**config.mk**
```make
export PLATFORM = sky130hd
export DESIGN_NAME = pad_mux_switch_seq_flat
export DESIGN_NICKNAME = d
export VERILOG_FILES = /design/src/rtl/pad_mux_switch_seq_if.sv /design/src/rtl/pad_mux_switch_seq.sv /design/src/flat_wrapper.sv
export SDC_FILE = /design/constraint.sdc
export NUM_CORES = 1
export LEC_CHECK = 0
export ABC_AREA = 1
export CAP_MARGIN = 10
export CORE_MARGIN = 3
export CORE_UTILIZATION = 45
export DETAILED_ROUTE_END_ITERATION = 10
export PLACE_DENSITY = 0.7
export SYNTH_ARGS = -nofsm -noshare
export SYNTH_HDL_FRONTEND = slang
export SYNTH_SLANG_ARGS = --single-unit
```
**constraint.sdc**
```tcl
create_clock -name clk_i -period 4 [get_ports clk_i]
set_input_delay 0.8 -clock clk_i [delete_from_list [all_inputs] [get_ports clk_i]]
set_output_delay 0.8 -clock clk_i [all_outputs]
set_load 0.1 [all_outputs]
```
**src/rtl/pad_mux_switch_seq_if.sv**
```systemverilog
// Pad mux sequencer bus: groups the register-file side request signals and the
// pad-ring side outputs of pad_mux_switch_seq.
//   master : pad control register file / pad ring consumer (drives requests)
//   slave  : pad_mux_switch_seq (drives applied selects, OE enables, status)
// Signals:
//   pad_muxes_req_i [NUM_PAD] requested mux select per pad
//   freeze_i                  1 = do not start a new batch
//   pad_muxes_o     [NUM_PAD] applied mux select per pad
//   pad_oe_en_o     [NUM_PAD] 1 = pad driver allowed, 0 = forced tristate
//   busy_o                    sequencer not idle
//   switch_done_o             one-cycle batch done pulse
interface pad_mux_switch_seq_if #(
  parameter int NUM_PAD = 14
);
  logic [NUM_PAD-1:0] pad_muxes_req_i;
  logic               freeze_i;
  logic [NUM_PAD-1:0] pad_muxes_o;
  logic [NUM_PAD-1:0] pad_oe_en_o;
  logic               busy_o;
  logic               switch_done_o;

  modport master (
    output pad_muxes_req_i, freeze_i,
    input  pad_muxes_o, pad_oe_en_o, busy_o, switch_done_o
  );

  modport slave (
    input  pad_muxes_req_i, freeze_i,
    output pad_muxes_o, pad_oe_en_o, busy_o, switch_done_o
  );
endinterface

```
**src/rtl/pad_mux_switch_seq.sv**
```systemverilog
// Glitch-free pad mux reconfiguration sequencer.
// Every pad whose requested select differs from the applied one has its output
// enable gated off, waits GUARD_CYCLES, has its mux switched, waits
// SETTLE_CYCLES, then is re-enabled. Pads changing together form one batch.
// Ports:
//   clk_i   system clock
//   rst_ni  asynchronous active-low reset
//   bus     pad_mux_switch_seq_if.slave (requests in; selects, OE, busy, done out)
// Optional feature macro: PAD_MUX_SEQ_DONE_PULSE_EN
//   defined     -> switch_done_o is a registered one-cycle pulse on SETTLE->IDLE
//   not defined -> switch_done_o tied to 0
module pad_mux_switch_seq #(
  parameter int NUM_PAD       = 14,
  parameter int GUARD_CYCLES  = 4,
  parameter int SETTLE_CYCLES = 2
) (
  input logic                 clk_i,
  input logic                 rst_ni,
  pad_mux_switch_seq_if.slave bus
);

  localparam int MAX_CYC = (GUARD_CYCLES > SETTLE_CYCLES) ? GUARD_CYCLES : SETTLE_CYCLES;
  localparam int CNT_W   = $clog2(MAX_CYC + 1);

  localparam logic [1:0] ST_IDLE   = 2'd0;
  localparam logic [1:0] ST_GATE   = 2'd1;
  localparam logic [1:0] ST_SWITCH = 2'd2;
  localparam logic [1:0] ST_SETTLE = 2'd3;

  logic [1:0]         state_q, state_d;
  logic [CNT_W-1:0]   cnt_q, cnt_d;
  logic [NUM_PAD-1:0] pend_mask_q, pend_mask_d;
  logic [NUM_PAD-1:0] pend_val_q, pend_val_d;
  logic [NUM_PAD-1:0] mux_q, mux_d;
  logic               busy_q, busy_d;
  logic [NUM_PAD-1:0] diff;

  assign diff = bus.pad_muxes_req_i ^ mux_q;

  always_comb begin
    state_d     = state_q;
    cnt_d       = cnt_q;
    pend_mask_d = pend_mask_q;
    pend_val_d  = pend_val_q;
    mux_d       = mux_q;
    case (state_q)
      ST_IDLE: begin
        if ((|diff) && !bus.freeze_i) begin
          pend_mask_d = diff;
          pend_val_d  = bus.pad_muxes_req_i;
          cnt_d       = CNT_W'(GUARD_CYCLES - 1);
          state_d     = ST_GATE;
        end
      end
      ST_GATE: begin
        if (cnt_q == '0) state_d = ST_SWITCH;
        else             cnt_d   = cnt_q - CNT_W'(1);
      end
      ST_SWITCH: begin
        mux_d   = (mux_q & ~pend_mask_q) | (pend_val_q & pend_mask_q);
        cnt_d   = CNT_W'(SETTLE_CYCLES - 1);
        state_d = ST_SETTLE;
      end
      ST_SETTLE: begin
        if (cnt_q == '0) begin
          // Clearing the mask here is what restores OE on entry to IDLE.
          pend_mask_d = '0;
          pend_val_d  = '0;
          state_d     = ST_IDLE;
        end else begin
          cnt_d = cnt_q - CNT_W'(1);
        end
      end
      default: state_d = ST_IDLE;
    endcase
    busy_d = (state_d != ST_IDLE);
  end

  always_ff @(posedge clk_i or negedge rst_ni) begin
    if (!rst_ni) begin
      state_q     <= ST_IDLE;
      cnt_q       <= '0;
      pend_mask_q <= '0;
      pend_val_q  <= '0;
      mux_q       <= '0;
      busy_q      <= 1'b0;
    end else begin
      state_q     <= state_d;
      cnt_q       <= cnt_d;
      pend_mask_q <= pend_mask_d;
      pend_val_q  <= pend_val_d;
      mux_q       <= mux_d;
      busy_q      <= busy_d;
    end
  end

  // OE is the inverse of a flop output, so it cannot glitch; mask is zero in IDLE.
  assign bus.pad_muxes_o = mux_q;
  assign bus.pad_oe_en_o = ~pend_mask_q;
  assign bus.busy_o      = busy_q;

`ifdef PAD_MUX_SEQ_DONE_PULSE_EN
  logic done_q;

  always_ff @(posedge clk_i or negedge rst_ni) begin
    if (!rst_ni) done_q <= 1'b0;
    else         done_q <= (state_q == ST_SETTLE) && (cnt_q == '0);
  end

  assign bus.switch_done_o = done_q;
`else
  assign bus.switch_done_o = 1'b0;
`endif

endmodule

```
**src/flat_wrapper.sv**
```systemverilog
// flat-port wrapper written by rule: the top's interface ports become plain ports
module pad_mux_switch_seq_flat 
#(
  parameter int NUM_PAD       = 14,
  parameter int GUARD_CYCLES  = 4,
  parameter int SETTLE_CYCLES = 2
)
  (clk_i, rst_ni, bus_pad_muxes_req_i, bus_freeze_i, bus_pad_muxes_o, bus_pad_oe_en_o, bus_busy_o, bus_switch_done_o);
  pad_mux_switch_seq_if #(.NUM_PAD(NUM_PAD)) bus_i ();
  input logic clk_i;
  input logic rst_ni;
  input wire logic [$bits(bus_i.pad_muxes_req_i)-1:0] bus_pad_muxes_req_i;
  input wire logic [$bits(bus_i.freeze_i)-1:0] bus_freeze_i;
  output wire logic [$bits(bus_i.pad_muxes_o)-1:0] bus_pad_muxes_o;
  output wire logic [$bits(bus_i.pad_oe_en_o)-1:0] bus_pad_oe_en_o;
  output wire logic [$bits(bus_i.busy_o)-1:0] bus_busy_o;
  output wire logic [$bits(bus_i.switch_done_o)-1:0] bus_switch_done_o;
  assign bus_i.pad_muxes_req_i = bus_pad_muxes_req_i;
  assign bus_i.freeze_i = bus_freeze_i;
  assign bus_pad_muxes_o = bus_i.pad_muxes_o;
  assign bus_pad_oe_en_o = bus_i.pad_oe_en_o;
  assign bus_busy_o = bus_i.busy_o;
  assign bus_switch_done_o = bus_i.switch_done_o;
  pad_mux_switch_seq #(.NUM_PAD(NUM_PAD), .GUARD_CYCLES(GUARD_CYCLES), .SETTLE_CYCLES(SETTLE_CYCLES)) u_core (.clk_i(clk_i), .rst_ni(rst_ni), .bus(bus_i));
endmodule
```
Word level (Yosys, flattened, before mapping)
Cells that the tools add are included.
{"block": "totals", "reg_bits": 48, "input_bits": 17}
{"block": "classes", "add_sub_neg": 1, "n_eq_ne": 6, "mux": 12, "bitwise_logic": 5, "n_reduce_logical": 10}
{"operator": "14-bit case mux with 2 select lines", "n": 2}
{"operator": "14-bit two-way mux", "n": 3}
{"operator": "14-bit AND", "n": 2}
{"operator": "14-bit inverter", "n": 1}
{"operator": "14-bit OR", "n": 1}
{"operator": "14-bit OR reduction", "n": 1}
{"operator": "14-bit XOR", "n": 1}
{"operator": "3-bit case mux with 3 select lines", "n": 1}
{"operator": "2-bit case mux with 4 select lines", "n": 1}
{"operator": "2-bit two-way mux", "n": 3}
{"operator": "3-bit two-way mux", "n": 2}
{"operator": "2-bit == test, second input constant", "n": 2}
{"operator": "2-bit by 1-bit != test with 1-bit output, second input constant", "n": 2}
{"operator": "2-bit nonzero test", "n": 2}
{"operator": "3-bit zero test", "n": 1}
{"operator": "3-bit AND reduction", "n": 1}
{"operator": "3-bit by 1-bit subtractor with 3-bit output, second input constant", "n": 1}
{"operator": "2-bit by 1-bit == test with 1-bit output, second input constant", "n": 1}
{"operator": "2-bit zero test", "n": 1}
{"operator": "2-bit != test, second input constant", "n": 1}
{"operator": "2-bit AND reduction", "n": 1}
{"operator": "2-bit OR reduction", "n": 1}
{"operator": "1-bit logical AND", "n": 1}
{"operator": "1-bit zero test", "n": 1}

Depth between registers and ports, before layout
{"block": "depth", "ltp_word": 6, "depth_mapped": 13, "ltp_nobuf": 12}

Worst setup path before layout
OpenSTA, ideal clock, no wires.
{"block": "synth_path", "path_kind": "register -> register", "start": "register (tool-made name)", "end": "register u_core.cnt_q[0]", "setup_time_ns": 0.117, "arrival_time_ns": 1.919, "required_time_ns": 3.883, "path_slack_ns": 1.964, "stages_incl_launch_ff": 13, "path_buffers": 1, "period_less_slack_ns": 2.036, "cell_sequence": "dfrtp_1 -> inv_1 -> nand2_1 -> nand2_1 -> nor2_1 -> nand2_1 -> nor2_1 -> nand2_1 -> nand2_2 -> nand2_4 -> buf_2 -> nand3_1 -> nand2_1"}
{"item": "end signal, assigned", "line_no": "pad_mux_switch_seq.sv:89", "rtl": "cnt_q <= cnt_d;"}
{"item": "end, declared", "line_no": "pad_mux_switch_seq.sv:31", "rtl": "logic [CNT_W-1:0] cnt_q, cnt_d;"}

Worst setup path after layout
{"block": "layout_path", "start": "register u_core.state_q[0]", "end": "register u_core.pend_mask_q[9]"}
{"block": "layout_via", "elab_chain_len": 3, "elab_cells_between_ends": 7, "cone_classes": "eq/ne (3); mux (1); reduce/logical (3)"}
{"item": "start, declared", "line_no": "pad_mux_switch_seq.sv:30", "rtl": "logic [1:0] state_q, state_d;"}
{"item": "start signal, assigned", "line_no": "pad_mux_switch_seq.sv:88", "rtl": "state_q <= state_d;"}
{"item": "2-bit == test / 2-bit zero test (equally long branches)", "line_no": "pad_mux_switch_seq.sv:46", "rtl": "case (state_q)"}
{"item": "2-bit by 1-bit != test with 1-bit output (no line) / 2-bit nonzero test (equally long branches)"}
{"item": "3-bit AND reduction (no line)"}
{"item": "end signal, assigned", "line_no": "pad_mux_switch_seq.sv:90", "rtl": "pend_mask_q <= pend_mask_d;"}
{"item": "end, declared", "line_no": "pad_mux_switch_seq.sv:32", "rtl": "logic [NUM_PAD-1:0] pend_mask_q, pend_mask_d;"}
Several ways; a longest one is shown, not always the timed one.
A chain may end at the register's enable or synchronous reset.

==> impl_metrics.json <==
{
  "worst_hold_path_ep": "u_core.pend_val_q[10]",
  "timing.fmax_mhz": 342.8,
  "grt_overflow_total": 0,
  "timing.critical_path.slowest_cell_delay_ns": 0.91,
  "min-delay-path-class": "reg2reg",
  "gp_routability_congestion": 0.7789,
  "critical-path-slowest-cell": "nor2_2",
  "final.setup_skew_ns": 0.002497,
  "synth_area_per_cell_um2": 7.160,
  "cts.reportedPaths.clkPinSlew_ns": 0.08,
  "cts.sinks": 48,
  "period_needed_ns": 2.917,
  "ctsRootBufferMaster": "clkbuf_8",
  "timing_hold_violations_final": 0,
  "number_of_library_cell_types_mapped_by_synthesis": 20,
  "drv_cap": 0,
  "timing.rr.end": "u_core.pend_mask_q[9]",
  "die_span_in_y_um": 81.68,
  "asyncSetResetFlopFracSynth_pct": 100.0,
  "initial_core_util_pct": 48.31,
  "drt_initial_violations": 135,
  "cell_area_after_synthesis_um2": 2577,
  "timing_worst_slew_pin_value_ns": 1.210,
  "grt_max_degree": 49,
  "boundaryPins": 47,
  "globalRouteTotalUtil_pct": 18.14,
  "cp_max_fo": 31,
  "drt_pre_antenna_iters": 4,
  "slew_violations": 0,
  "synth_enable_flop_cells": 0,
  "drcViolationCount": 0,
  "final.setup.tns_ns": 0,
  "syn-num-nets": 384,
  "worst_path_dominant_cell_family": "simple AND/OR/NAND/NOR gates",
  "post_cts_resized": 0,
  "relative_max_transition_margin_pct": 19.28,
  "tritoncts": "done",
  "detail_route.wl_per_cell_um": 11.82,
  "min-delay-start": "u_core.pend_val_q[10]",
  "dp_hpwl_um": 3790,
  "post-route-period-util_pct": 72.93,
  "synthDominantCellAreaShare_pct": 46.60,
  "groute.layer.met1.usage_pct": 23.10,
  "worst-endpoint-arrival_ns": 3.10,
  "vias_per_instance": 4.846,
  "cp.buffers_inverters": 1,
  "setup_viol_count_final": 0,
  "h_tree_depth": 2,
  "clock_buffers_created_by_tritoncts": 5,
  "dr_total_vias": 2273,
  "cp_data_required_time_ns": 4.18,
  "yosysMostFrequentCell": "nand2_1",
  "synth_top_cells_by_count": "nand2_1, inv_1, dfrtp_1, nor2_1, nand3_1",
  "register_bit_total_from_synthesis": 48,
  "gr_peak_layer": "met2",
  "via_count_of_the_first_global_routing_pass": 2082,
  "yosys.area.top_type": "dfrtp_1",
  "end_kind": "flop",
  "die_area_um2": 6672,
  "io_buffers": 45,
  "syn-instance-count": 360,
  "grt_first_pass_wirelength_um": 9315,
  "grt_util_met3_pct": 4.057,
  "timing.reg2reg.worst_path_depth": 7,
  "wirelength_um": 5543,
  "cts.repair_timing.setup_buffer_count": 0,
  "critical_path.most_common_cell": "nand2_1",
  "crit_chain": "ha_1 -> inv_1 -> nor2_1 -> nor2_2 -> nand2_4 -> nand2_1 -> nand2_1",
  "holdBufCountCts": 0,
  "area_delta_synth_final_pct": 21.41,
  "outcome": "finished, final reports clean",
  "cp-start-kind": "flop",
  "worst_skew_pair.late_latency_ns": 0.29,
  "crit_type": "reg2reg",
  "fillCellCount": 519,
  "post_synth_main_area_contributors": "dfrtp_1, nand2_1, inv_1",
  "core_region_um2": 5335,
  "layout_cells_sized_above_1_pct": 3.759,
  "die_width_um": 81.68,
  "origin_of_the_critical_flop_to_flop_path": "u_core.state_q[0]",
  "synth_seq_area_share_pct": 46.60,
  "postRouteAntennaNets": 0,
  "r2r_setup_slack_ns": 1.08,
  "ys.warnings.count": 0,
  "count_of_standard_cell_rows": 26,
  "antenna_found_initial": 0,
  "max-clock-path-buffers": 2,
  "yosys_most_used_dff": "dfrtp_1",
  "unrepaired_setup_endpoints_after_global_routing": "false",
  "insertedDiodeCount": 0,
  "nets": 423,
  "global_route.usage.met2_pct": 30.54,
  "min_delay_path_depth": 2
}
layout by cell type (no fill, tap or decap):
master,n
nor2_1,39
ha_1,7
clkdlybuf4s50_1,44
a21oi_1,26
o21ai_0,5
inv_2,3
nand2_2,1
inv_1,49
nor2_2,1
nand3_1,33
o22ai_1,1
nand2_4,2
conb_1,1
a31oi_1,1
buf_2,1
xnor2_1,2
nand2_1,128
clkbuf_8,7
dfrtp_1,48
tightest hold or removal path: cells and delay by family (launching register included):
family	cells	cell delay, ns
DFF	1	0.36
and+or+nand+nor	2	0.10
per-layer routing:
layer / wire length, um / vias up
li1: - / 1172
met1: 2566 / 1028
met2: 2580 / 67
met3: 316 / 6
met4: 80 / 0
met5: 0 / -
layout make-up:
| type | instances | area (um2) | area share, % |
|---|---|---|---|
| flip-flops and latches | 48 | 1201 | 38.38 |
| multi-input cells | 247 | 1104 | 35.27 |
| inverters | 52 | 195.2 | 6.238 |
| clock buffers | 7 | 96.34 | 3.079 |
| well taps | 70 | 87.58 | 2.799 |
| repair buffers | 45 | 445.4 | 14.23 |
stage by stage:
stage          hold slack, ns  setup WS [ns]  util (%)  cells  instance area [um2]
6_report               0.4831          1.083     58.65    469                 3129
5_1_grt                0.5054         0.8268     58.65    469                 3129
4_1_cts                0.4850          1.068     58.65    469                 3129
3_5_place_dp           0.4630          1.091     56.85    462                 3033
3_3_place_gp           0.4539          1.164     56.85    462                 3033
2_1_floorplan          0.4419          1.964         -    360                 2577
cell families after synthesis:
group | after synthesis | synth area share [%]
other cells | 1 | 0.1455
compound gates | 33 | 6.505
buf+inv | 65 | 10.58
simple gates | 204 | 32.09
flops | 48 | 46.60
xor+xnor | 2 | 0.6797
fa+ha+maj | 7 | 3.398
worst max path at each step:
stage / to / cells after the start / from
4_1_cts: u_core.pend_mask_q[9] / 7 / u_core.state_q[0]
3_5_place_dp: u_core.pend_mask_q[9] / 7 / u_core.state_q[0]
3_3_place_gp: u_core.pend_val_q[8] / 7 / u_core.state_q[1]
2_1_floorplan: u_core.cnt_q[0] / 12 / flop
5_1_grt: u_core.pend_val_q[3] / 7 / u_core.state_q[0]
6_report: u_core.pend_mask_q[9] / 7 / u_core.state_q[0]
Power is left out: the tool's default activity adds up to more than one toggle a clock period on the data nets, which glitch-free logic cannot reach.
